### config.mk
export PLATFORM = sky130hd
export DESIGN_NAME = deck_shuffler
export DESIGN_NICKNAME = d
export VERILOG_FILES = /design/src/rtl/deck_shuffler_pkg.sv /design/src/rtl/deck_shuffler_ram.sv /design/src/rtl/deck_shuffler.sv
export SDC_FILE = /design/constraint.sdc
export NUM_CORES = 1
export LEC_CHECK = 0
export ABC_AREA = 1
export CAP_MARGIN = 10
export CORE_ASPECT_RATIO = 0.9
export CORE_UTILIZATION = 25
export DETAILED_ROUTE_END_ITERATION = 10
export PLACE_DENSITY = 0.36
export SYNTH_ARGS = -nofsm -noshare
export SYNTH_HDL_FRONTEND = slang
export SYNTH_SLANG_ARGS = --single-unit
### constraint.sdc
create_clock -name clk -period 2.7 [get_ports clk]
set_input_delay 0.54 -clock clk [delete_from_list [all_inputs] [get_ports clk]]
set_output_delay 0.54 -clock clk [all_outputs]
set_load 0.01 [all_outputs]
### src/rtl/deck_shuffler_pkg.sv
// ============================================================================
// deck_shuffler_pkg
// Shared definitions for the deck shuffler block.
//   DECK_SIZE : default number of cards held in the deck
//   CARD_W    : default card-code / deck-address width
//   state_t   : shuffle controller state encoding
// ============================================================================
package deck_shuffler_pkg;

    localparam int DECK_SIZE = 52;
    localparam int CARD_W    = 6;

    // ADDR presents index i to the next-address stage, SWAP performs the
    // exchange, DONE announces the end of the shuffle for one cycle.
    typedef enum logic [1:0] {
        IDLE = 2'd0,
        ADDR = 2'd1,
        SWAP = 2'd2,
        DONE = 2'd3
    } state_t;

endpackage : deck_shuffler_pkg

### src/rtl/deck_shuffler_ram.sv
// ============================================================================
// deck_ram
// DECK_SIZE x CARD_W register array holding the deck.
//   clk, rst_n       : clock, asynchronous active-low reset (identity deck)
//   swap_en          : exchange mem[addr_a] and mem[addr_b] on the next edge
//   addr_a, addr_b   : asynchronous read addresses (also the swap addresses)
//   rdata_a, rdata_b : asynchronous read data (0 for out-of-range addresses)
// The caller guarantees that addr_a != addr_b and both are in range whenever
// swap_en is high.
// ============================================================================
module deck_ram #(
    parameter int DECK_SIZE = deck_shuffler_pkg::DECK_SIZE,
    parameter int CARD_W    = deck_shuffler_pkg::CARD_W
) (
    input  logic              clk,
    input  logic              rst_n,
    input  logic              swap_en,
    input  logic [CARD_W-1:0] addr_a,
    input  logic [CARD_W-1:0] addr_b,
    output logic [CARD_W-1:0] rdata_a,
    output logic [CARD_W-1:0] rdata_b
);

    localparam logic [CARD_W-1:0] FULL_CNT = CARD_W'(DECK_SIZE);

    logic [CARD_W-1:0] mem [DECK_SIZE];

    // Addresses beyond the deck read as 0 rather than indexing past the array.
    assign rdata_a = (addr_a < FULL_CNT) ? mem[addr_a] : '0;
    assign rdata_b = (addr_b < FULL_CNT) ? mem[addr_b] : '0;

    // NOTE: this array is deliberately built from flops, not a RAM macro, so
    // every entry can be reset to its own index and two entries can be written
    // in the same edge; a RAM could do neither.
    always_ff @(posedge clk or negedge rst_n) begin
        if (!rst_n) begin
            for (int k = 0; k < DECK_SIZE; k++) begin
                mem[k] <= CARD_W'(k);
            end
        end else if (swap_en) begin
            // NOTE: non-blocking assignments make both writes use the values
            // read before the edge, which is exactly a swap; blocking ones
            // would copy one card over the other.
            mem[addr_a] <= rdata_b;
            mem[addr_b] <= rdata_a;
        end
    end

endmodule : deck_ram

### src/rtl/deck_shuffler.sv
// ============================================================================
// deck_shuffler
// Fisher-Yates style deck shuffler with an external next-address stage and a
// sequential dealer.
//   clk, rst_n    : clock, asynchronous active-low reset (identity deck)
//   shuffle_start : one-cycle shuffle request, honoured only in IDLE
//   addr_i        : swap index presented to the next-address stage
//   addr_j        : swap partner returned combinationally for addr_i
//   deal_req      : request for the next card, honoured only in IDLE
//   card_valid    : one-cycle pulse qualifying card
//   card          : dealt card code, held between deals
//   deck_empty    : all DECK_SIZE cards have been dealt
//   busy          : shuffle in progress (ADDR, SWAP, DONE)
//   shuffle_done  : one-cycle pulse while in DONE
// Build option: define SHUFFLE_DOUBLE_PASS_EN to run the index sweep twice per
// shuffle request; undefined gives a single sweep.
// ============================================================================
module deck_shuffler #(
    parameter int DECK_SIZE = deck_shuffler_pkg::DECK_SIZE,
    parameter int CARD_W    = deck_shuffler_pkg::CARD_W
) (
    input  logic              clk,
    input  logic              rst_n,
    input  logic              shuffle_start,
    output logic [CARD_W-1:0] addr_i,
    input  logic [CARD_W-1:0] addr_j,
    input  logic              deal_req,
    output logic              card_valid,
    output logic [CARD_W-1:0] card,
    output logic              deck_empty,
    output logic              busy,
    output logic              shuffle_done
);

    import deck_shuffler_pkg::*;

`ifdef SHUFFLE_DOUBLE_PASS_EN
    localparam bit DOUBLE_PASS = 1'b1;
`else
    localparam bit DOUBLE_PASS = 1'b0;
`endif

    // The deal pointer must be able to reach DECK_SIZE, so DECK_SIZE is
    // expected to be below 2**CARD_W.
    localparam logic [CARD_W-1:0] LAST_IDX = CARD_W'(DECK_SIZE - 1);
    localparam logic [CARD_W-1:0] FULL_CNT = CARD_W'(DECK_SIZE);

    state_t            state;
    logic [CARD_W-1:0] i;
    logic [CARD_W-1:0] j_q;
    logic [CARD_W-1:0] ptr;
    logic              pass;

    logic              swap_en;
    logic [CARD_W-1:0] rd_addr_a;
    logic [CARD_W-1:0] rdata_a;
    logic [CARD_W-1:0] rdata_b;

    // Port A serves the dealer while idle and the swap index otherwise;
    // port B always looks at the registered partner j_q.
    always_comb begin
        // NOTE: every signal assigned here gets a default first, so no path
        // through the block can leave it unassigned and infer a latch.
        rd_addr_a = i;
        swap_en   = 1'b0;
        if (state == IDLE) begin
            rd_addr_a = ptr;
        end
        if (state == SWAP && j_q < FULL_CNT && j_q != i) begin
            swap_en = 1'b1;
        end
    end

    deck_ram #(
        .DECK_SIZE (DECK_SIZE),
        .CARD_W    (CARD_W)
    ) u_deck_ram (
        .clk     (clk),
        .rst_n   (rst_n),
        .swap_en (swap_en),
        .addr_a  (rd_addr_a),
        .addr_b  (j_q),
        .rdata_a (rdata_a),
        .rdata_b (rdata_b)
    );

    assign deck_empty = (ptr == FULL_CNT);

    // Controller with registered outputs: busy, addr_i and shuffle_done are
    // set on the transitions into the states they describe.
    always_ff @(posedge clk or negedge rst_n) begin
        if (!rst_n) begin
            state        <= IDLE;
            i            <= '0;
            j_q          <= '0;
            ptr          <= '0;
            pass         <= 1'b0;
            busy         <= 1'b0;
            shuffle_done <= 1'b0;
            card_valid   <= 1'b0;
            card         <= '0;
            addr_i       <= '0;
        end else begin
            shuffle_done <= 1'b0;
            card_valid   <= 1'b0;
            case (state)
                IDLE: begin
                    // A shuffle request takes priority over a deal request.
                    if (shuffle_start) begin
                        i      <= '0;
                        addr_i <= '0;
                        pass   <= 1'b0;
                        busy   <= 1'b1;
                        state  <= ADDR;
                    end else if (deal_req && !deck_empty) begin
                        card_valid <= 1'b1;
                        card       <= rdata_a;
                        ptr        <= ptr + 1'b1;
                    end
                end
                ADDR: begin
                    j_q   <= addr_j;
                    state <= SWAP;
                end
                SWAP: begin
                    if (i != LAST_IDX) begin
                        i      <= i + 1'b1;
                        addr_i <= i + 1'b1;
                        state  <= ADDR;
                    end else if (DOUBLE_PASS && !pass) begin
                        pass   <= 1'b1;
                        i      <= '0;
                        addr_i <= '0;
                        state  <= ADDR;
                    end else begin
                        addr_i       <= '0;
                        shuffle_done <= 1'b1;
                        state        <= DONE;
                    end
                end
                DONE: begin
                    ptr   <= '0;
                    busy  <= 1'b0;
                    state <= IDLE;
                end
                default: begin
                    state <= IDLE;
                end
            endcase
        end
    end

endmodule : deck_shuffler

Word-level counts from Yosys, hierarchy flattened
Index checks and enable logic that the tools add are counted.
{ "word_totals": {"regBits": 347, "out_inout_bits": 16} }
{ "op_classes": {"addsub": 2, "order_cmp": 6, "n_eq_ne": 10, "muxes": 34, "bitwise_logic": 3, "n_reduce_logical": 14} }
{ "ops": {"columns": ["operator", "n"], "rows": [
  ["312-bit bitwise mux", 2],
  ["6-bit two-way mux", 14],
  ["6-bit binary-select mux with 6-bit select", 2],
  ["6-bit demux with 6-bit select", 2],
  ["6-bit one-hot mux with 2 select lines", 3],
  ["7-bit >= comparator, second input constant", 2],
  ["7-bit by 1-bit less-than comparator with 1-bit output, second input constant", 2],
  ["6-bit inverter with 7-bit output", 2],
  ["6-bit by 1-bit adder with 6-bit output, second input constant", 2],
  ["6-bit less-than comparator, second input constant", 2],
  ["3-bit AND reduction", 3],
  ["2-bit one-hot mux with 4 select lines", 1],
  ["1-bit two-way mux", 7],
  ["6-bit == test, second input constant", 1],
  ["6-bit inequality test", 1],
  ["6-bit inequality test, second input constant", 1],
  ["1-bit logical AND", 5],
  ["2-bit == test, second input constant", 2],
  ["2-bit two-way mux", 2],
  ["2-bit by 1-bit inequality test with 1-bit output, second input constant", 2],
  ["2-bit inequality test, second input constant", 2],
  ["2-bit AND reduction", 2],
  ["2-bit nonzero test", 2],
  ["2-bit by 1-bit == test with 1-bit output, second input constant", 1],
  ["4 further kinds", 4]
]} }

Longest topological paths before layout
Gate-level depths: netlist of the first run.
{ "logic_depth": {"depth_word": 9, "ltp_mapped": 20} }

By module
Synthesis of the first run repeated with hierarchy kept, for this count alone.
{ "unflattened": {"cells_unflattened": 4568, "area_unflattened_um2": 26820.7} }
{ "by_module_without_submodules": {"columns": ["module", "instances", "cells_per_inst", "area_per_inst_um2"], "rows": [
  ["deck_ram", 1, 4341, 24923.9],
  ["deck_shuffler", 1, 227, 1896.8]
]} }

Worst setup path after synthesis of the first run
OpenSTA, ideal clock, no wires.
{ "synth_timing": {"path_kind": "flip-flop to flip-flop", "from": "register state[0]", "to": "register u_deck_ram.mem[126] (netlist bit)", "setup_time_ns": 0.122, "t_arrival_ns": 2.235, "t_required_ns": 2.578, "path_slack_ns": 0.343, "stages_incl_launch_ff": 14, "n_path_buf": 3, "synth_period_minus_slack_ns": 2.357, "cell_sequence": "dfrtp_1 > inv_1 > ha_1 > buf_4 > o21ai_2 > inv_1 > nand3_1 > buf_2 > buf_4 > nor2_1 > o21ai_2 > inv_1 > nor2_1 > a21oi_1"} }
{ "synth_via": {"elab_chain_len": 9} }
{ "synth_rtl": {"columns": ["item", "line_no", "text"], "rows": [
  ["from (decl)", "deck_shuffler.sv:48", "state_t state;"],
  ["from (signal assigned)", "deck_shuffler.sv:93", "state <= IDLE;"],
  ["from (signal assigned)", "deck_shuffler.sv:114", "state <= ADDR;"],
  ["from (signal assigned)", "deck_shuffler.sv:123", "state <= SWAP;"],
  ["2-bit zero test", "deck_shuffler.sv:66", "if (state == IDLE) begin"],
  ["6-bit two-way mux", "deck_shuffler.sv:66", null],
  ["6-bit inverter with 7-bit output (implied by the code)", "deck_shuffler_ram.sv:29, deck_shuffler_ram.sv:44", null],
  ["7-bit >= comparator (implied by the code) or 7-bit by 1-bit less-than comparator with 1-bit output (tied branches)", "deck_shuffler_ram.sv:44", "mem[addr_a] <= rdata_b;"],
  ["1-bit logical AND (implied by the code)", "deck_shuffler_ram.sv:44", null],
  ["6-bit two-way mux (implied by the code)", "deck_shuffler_ram.sv:44", null],
  ["6-bit demux with 6-bit select", "deck_shuffler_ram.sv:44", null],
  ["312-bit bitwise mux", "deck_shuffler_ram.sv:44", null],
  ["312-bit bitwise mux", "deck_shuffler_ram.sv:45", "mem[addr_b] <= rdata_a;"],
  ["to (signal, indexed assignment)", "deck_shuffler_ram.sv:38", "mem[k] <= CARD_W'(k);"],
  ["to (signal, indexed assignment)", "deck_shuffler_ram.sv:44", null],
  ["to (signal, indexed assignment)", "deck_shuffler_ram.sv:45", null],
  ["to (decl)", "deck_shuffler_ram.sv:26", "logic [CARD_W-1:0] mem [DECK_SIZE];"]
]} }
Parallel ways exist; a longest one is shown, timed or not. The select of a mux whose other input is x is not followed.
A chain may end at the register's enable or synchronous reset.

Worst setup path after layout of the first run
{ "layout_timing": {"from": "register state[0]", "to": "register u_deck_ram.mem[179] (netlist bit)"} }
Same word-level chain as after synthesis.

==> results of run 1 <==
-- flip-flops by register name, indices dropped and copies added (netlist names) --
signal,cells
addr_i,6
busy,1
card,6
card_valid,1
i,6
j_q,6
ptr,6
shuffle_done,1
state,2
u_deck_ram.mem,312
-- per-layer routing --
metal  wire length, um  GRT usage (%)  vias up
li1                  -              -    14500
met1             75800           41.0    15500
met2             69300           40.9     1260
met3             11500           3.39      232
met4              4770           7.37        2
met5                20              0        -
-- synth_stat cells, drive strengths merged --
master,n,share of area (%)
clkbuf,49,0.70
dfrtp,207,20
nand3b,40,1.1
nor2,460,7.5
nor3,74,2.4
inv,358,5.1
o31ai,1,0.028
o22ai,1,0.024
nand4,9,0.21
a31oi,1,0.024
o211ai,4,0.11
nand2,1617,23
dfstp,140,14
ha,8,0.38
clkinv,8,0.11
nand3,343,6.6
buf,188,3.8
a21oi,640,12
o21ai,127,2.8
xor2,6,0.20
-- path summary, 6_finish.rpt --
check                      startpoint                   to  slack [ns]
setup / recovery             state[0]  u_deck_ram.mem[179]       -0.15
hold / removal                  rst_n            addr_i[5]        0.41
setup reg to reg             state[0]  u_deck_ram.mem[179]       -0.15
hold reg to reg               card[3]              card[3]        0.48
max in group asynchronous       rst_n  u_deck_ram.mem[193]        1.35
min in group clk              card[3]              card[3]        0.48
-- cells by family after synthesis --
logic type,count (synthesis)
xor+xnor,6
compound gates,774
flops,347
fa+ha+maj,8
simple gates,2543
buf+inv,603
-- timing repair --
item / 4_1_cts / 5_1_grt
hold buffers: 1 / 0
gates resized for setup: 104 / 570
endpoints found under the hold margin: 22 / 0
pin swaps: 15 / 129
cloned: 13 / 52
endpoints found under the setup margin: 319 / 319
setup buffers: 35 / 31
-- layout make-up --
type / count / area, sq um
Antenna cell: 1 / 2.50
Multi-Input combinational cell: 3333 / 17300
Clock buffer: 72 / 1400
Sequential cell: 347 / 8870
Fill cell: 11200 / 65900
Timing Repair Buffer: 568 / 7400
Clock inverter: 18 / 129
Inverter: 366 / 1400
Tap cell: 1368 / 1710
-- stage by stage --
stage	utilization, %	instance area, sq um	hold WS, ns	setup WS (ns)
2_1_floorplan	-	26400	0.244	0.343
3_3_place_gp	30.6	31800	0.463	-0.397
3_5_place_dp	30.6	31800	0.470	-0.370
4_1_cts	33.1	34500	0.390	-0.158
5_1_grt	36.7	38200	0.431	-0.226
6_report	36.7	38200	0.412	-0.150
==> flow_summary.json, run 1 <==
{
  "wl_per_cell_um": 26.6,
  "grt_pass1_vias": 29000,
  "start_util_pct": 25.3,
  "critPathRequiredTime_ns": 3.26,
  "syn_area_per_cell_sq_um": 6.16,
  "netlist_area_sq_um": 26400,
  "root_buffer": "clkbuf_16",
  "grt_max_degree": 53,
  "synth_compound_area_share_pct": 15.2,
  "maxSlewHeadroom_pct": 59.4,
  "antenna_found_initial": 3,
  "synthXorXnorAreaFrac_pct": 0.199,
  "cp_max_fo": 8,
  "vias": 31500,
  "syn_inst": 4281,
  "hpwlAfterDp_um": 99500,
  "status": "finished with violations",
  "drtAntennaViolNets": 0,
  "worst-slew-pin-transition_ns": 0.608,
  "min_period_over_period_pct": 106,
  "layout_common_cells": "nand2_1, a21oi_1, nor2_1",
  "hold_viol": 0,
  "crit_family": "simple AND/OR/NAND/NOR gates",
  "first_pass_iters": 6,
  "ys_seq_elements": 347,
  "coreArea_sq_um": 104000,
  "fmax_mhz": 351,
  "drv_cap": 0,
  "end_kind": "flip-flop",
  "worst-path-stages": 20,
  "layout-drive-gt1-share_pct": 30.5,
  "setup_viol": 306,
  "synth_top_family_by_area": "simple AND/OR/NAND/NOR gates",
  "wirelength_um": 161000,
  "finalNonFillerCells": 6073,
  "synth-simple-area-share_pct": 41.0,
  "chipHeight_um": 310,
  "critPathLaunchType": "flip-flop",
  "slew_violations": 0,
  "fin_nets": 4682,
  "yosysSeqAreaShare_pct": 33.6,
  "clk_pin_slew_worst_paths_ns": 0.06,
  "first_iter_violations": 3402,
  "worst_slack_ns": -0.150,
  "fin_setup_tns_ns": -24.67,
  "critPathMaxStageDelay_ns": 0.36,
  "ff2ff_path_depth": 20,
  "drc": 0,
  "violations": "negative setup slack",
  "path_cells": "inv_2, ha_4, buf_8, nand2_8, nand2_8, buf_16, nand2_4, nand2_4, nand2_2, nand2_2, nand2_2, nand2_2, nand2_2, nand2_2, nor2_4, buf_6, buf_12, buf_12, nand3_1, a21oi_2",
  "crit_buf_inv": 6,
  "ios": 26,
  "synth_mux_area_share_pct": 0,
  "overflow": 0,
  "cpMostUsedCell": "nand2_2",
  "htreeDepth": 2,
  "grt_usage_pct": 27.4,
  "clock-sinks": 347,
  "syn_to_final_growth_pct": 44.9,
  "viasPerCell": 5.18,
  "die_w_um": 344,
  "insertion_delay_ns": 0.64,
  "worstPathArrival_ns": 3.41,
  "cts_tree": "built",
  "synth_fa_ha_area_share_pct": 0.379,
  "grt_pass1_wl_um": 213000,
  "yosysWarnings": 0,
  "clockBufferDepth": 3,
  "cts_buffers": 48,
  "period_minus_slack_ns": 2.85,
  "critPathSlowestCell": "dfrtp_1",
  "skew_ns": 0.0323,
  "hold_path_class": "input port to async pin",
  "numPlacedInstances": 5854,
  "rows": 112,
  "rsz0062_at_grt": "yes",
  "final_common_cell": "nand2_1",
  "critPathKind": "flip-flop to flip-flop",
  "io_buffer_count": 25,
  "die_area_sq_um": 107000,
  "gp_congestion": 0.900,
  "syn_nets": 4299,
  "ys_types": 35
}
Power of run 1 is left out: the tool's default activity adds up to more than one toggle a clock period on the data nets, which glitch-free logic cannot reach.
==> run 2: changes to the inputs <==
--- a/config.mk
+++ b/config.mk
@@ -11,6 +11,7 @@
 export CORE_UTILIZATION = 25
 export DETAILED_ROUTE_END_ITERATION = 10
 export PLACE_DENSITY = 0.36
+export SKIP_CTS_REPAIR_TIMING = 1
 export SYNTH_ARGS = -nofsm -noshare
 export SYNTH_HDL_FRONTEND = slang
 export SYNTH_SLANG_ARGS = --single-unit
==> run 2 against run 1 <==
  * The run still ends with negative setup slack left
  * Die area stayed put
  * Worst hold slack better by 0.0011 ns
  * Clock skew hardly changed
  * Non-clock buffer count is 55 lower
  * Core utilization is 2.9 points lower
  * Fmax is 2.3% lower
  * Cell count is 0.89% lower
  * Final area is 7.8% lower
  * First-iteration DRC count is 7.6% lower
  * Clock-buffer cell count stayed put
  * Register-to-register slack worse by 0.07 ns
  * Largest cell class unchanged
==> flow_summary.json, run 2 (same netlist as run 1, synthesis figures left out) <==
{
  "status": "finished with violations",
  "violations": "negative setup slack",
  "chipHeight_um": 310,
  "register_area_sq_um": 8870,
  "final_core_util_pct": 33.8,
  "worstPathArrival_ns": 3.46,
  "critPathRequiredTime_ns": 3.24,
  "drv_cap": 0,
  "insertion_delay_ns": 0.64,
  "layout-drive-gt1-share_pct": 22.0,
  "grt_pass1_wl_um": 208000,
  "grt_max_degree": 53,
  "highest_layer": "met5",
  "grt_usage_pct": 26.7,
  "worst_slack_ns": -0.218,
  "vdd_drop_max_mv": 1.04,
  "cts_tree": "built",
  "root_buffer": "clkbuf_16",
  "wl_per_cell_um": 25.6,
  "syn_to_final_growth_pct": 33.5,
  "wl_met1_um": 72600,
  "clock-sinks": 347,
  "fmax_mhz": 343,
  "first_pass_iters": 5,
  "htreeDepth": 2,
  "hold_viol": 0,
  "hold_ws_ns": 0.413,
  "viasPerCell": 5.10,
  "grt_pass1_vias": 28600,
  "largest_register": "u_deck_ram.mem",
  "layout_common_cells": "nand2_1, a21oi_1, nor2_1",
  "first_iter_violations": 3144,
  "vias": 30700,
  "end_kind": "flip-flop",
  "cp_max_fo": 30,
  "die_w_um": 344,
  "io_buffer_count": 25,
  "rsz0062_at_grt": "yes",
  "post-place-ws_ns": -0.370,
  "wirelength_um": 154000,
  "min_period_over_period_pct": 108,
  "critPathKind": "flip-flop to flip-flop",
  "period_minus_slack_ns": 2.92,
  "power_mw": 59.6,
  "drtAntennaViolNets": 0,
  "slew_violations": 0,
  "fin_setup_tns_ns": -31.36,
  "n_fill_cell": 11400,
  "final_cell_area_sq_um": 35200,
  "critPathLaunchType": "flip-flop",
  "cts_buffers": 48,
  "coreArea_sq_um": 104000,
  "finalNonFillerCells": 6019,
  "clockBufferDepth": 3,
  "multi_input_area_sq_um": 15600,
  "antenna_found_initial": 2,
  "wl_met2_um": 66000,
  "ios": 26,
  "final_common_cell": "nand2_1",
  "drc": 0,
  "skew_ns": 0.0318,
  "gp_congestion": 0.900,
  "hpwlAfterDp_um": 99500,
  "maxSlewHeadroom_pct": 60.4,
  "die_area_sq_um": 107000,
  "wl_met3_um": 10700,
  "hold_path_class": "input port to async pin",
  "start_util_pct": 25.3,
  "power.leakage_nw": 16.6,
  "largest_reg_flops": 312,
  "numPlacedInstances": 5854,
  "setup_viol": 313,
  "clk_pin_slew_worst_paths_ns": 0.06,
  "powerDensity_nw_per_um2": 1690,
  "overflow": 0,
  "worst-slew-pin-transition_ns": 0.593,
  "placed_area_sq_um": 31800,
  "rows": 112,
  "ff2ff_path_depth": 19,
  "fin_nets": 4628
}
## run 2: critical path, stage by stage (launching register included)
cell	delay [ns]
dfrtp_1	0.39
inv_2	0.12
ha_4	0.20
inv_6	0.07
nand2_8	0.12
nand2_8	0.15
buf_12	0.23
nand2_1	0.08
nand2_1	0.09
nand2_1	0.07
nand2_1	0.05
nand2_1	0.10
nand2_1	0.12
nand2_1	0.11
nand2_1	0.09
nor2_4	0.16
buf_4	0.18
clkbuf_16	0.20
nand3_1	0.09
a21oi_1	0.14
## run 2: final cells by class
class / instances / share of cell area [%]
clock buffers: 72 / 3.98
clock inverters: 18 / 0.366
diodes: 1 / 0.00710
inverters: 366 / 3.94
multi-input cells: 3334 / 44.3
flip-flops and latches: 347 / 25.2
well taps: 1368 / 4.86
repair buffers: 513 / 17.4
## run 2: path summary, 6_finish.rpt
| path | from | slack (ns) | to |
|---|---|---|---|
| max | state[0] | -0.22 | u_deck_ram.mem[95] |
| min | rst_n | 0.41 | addr_i[5] |
| max reg2reg | state[0] | -0.22 | u_deck_ram.mem[95] |
| min reg2reg | addr_i[2] | 0.48 | addr_i[2] |
| max in group asynchronous | rst_n | 1.36 | u_deck_ram.mem[193] |
| min in group clk | addr_i[2] | 0.48 | addr_i[2] |
## run 2: metal layers
metal	track usage (%)	up-vias
met5	0	-
met4	6.65	2
met3	3.31	212
met2	40.1	1230
met1	39.9	14900
li1	-	14300
## run 2: report_power, final
part	switching, mW	leakage, nW	internal [mW]	total (mW)
combinational	28.2	11.7	14.8	43.0
sequential	2.16	4.18	7.86	10.0
clock	2.86	0.763	3.68	6.54
total	33.3	16.6	26.3	59.6
Power figures use the tool's default switching activity.
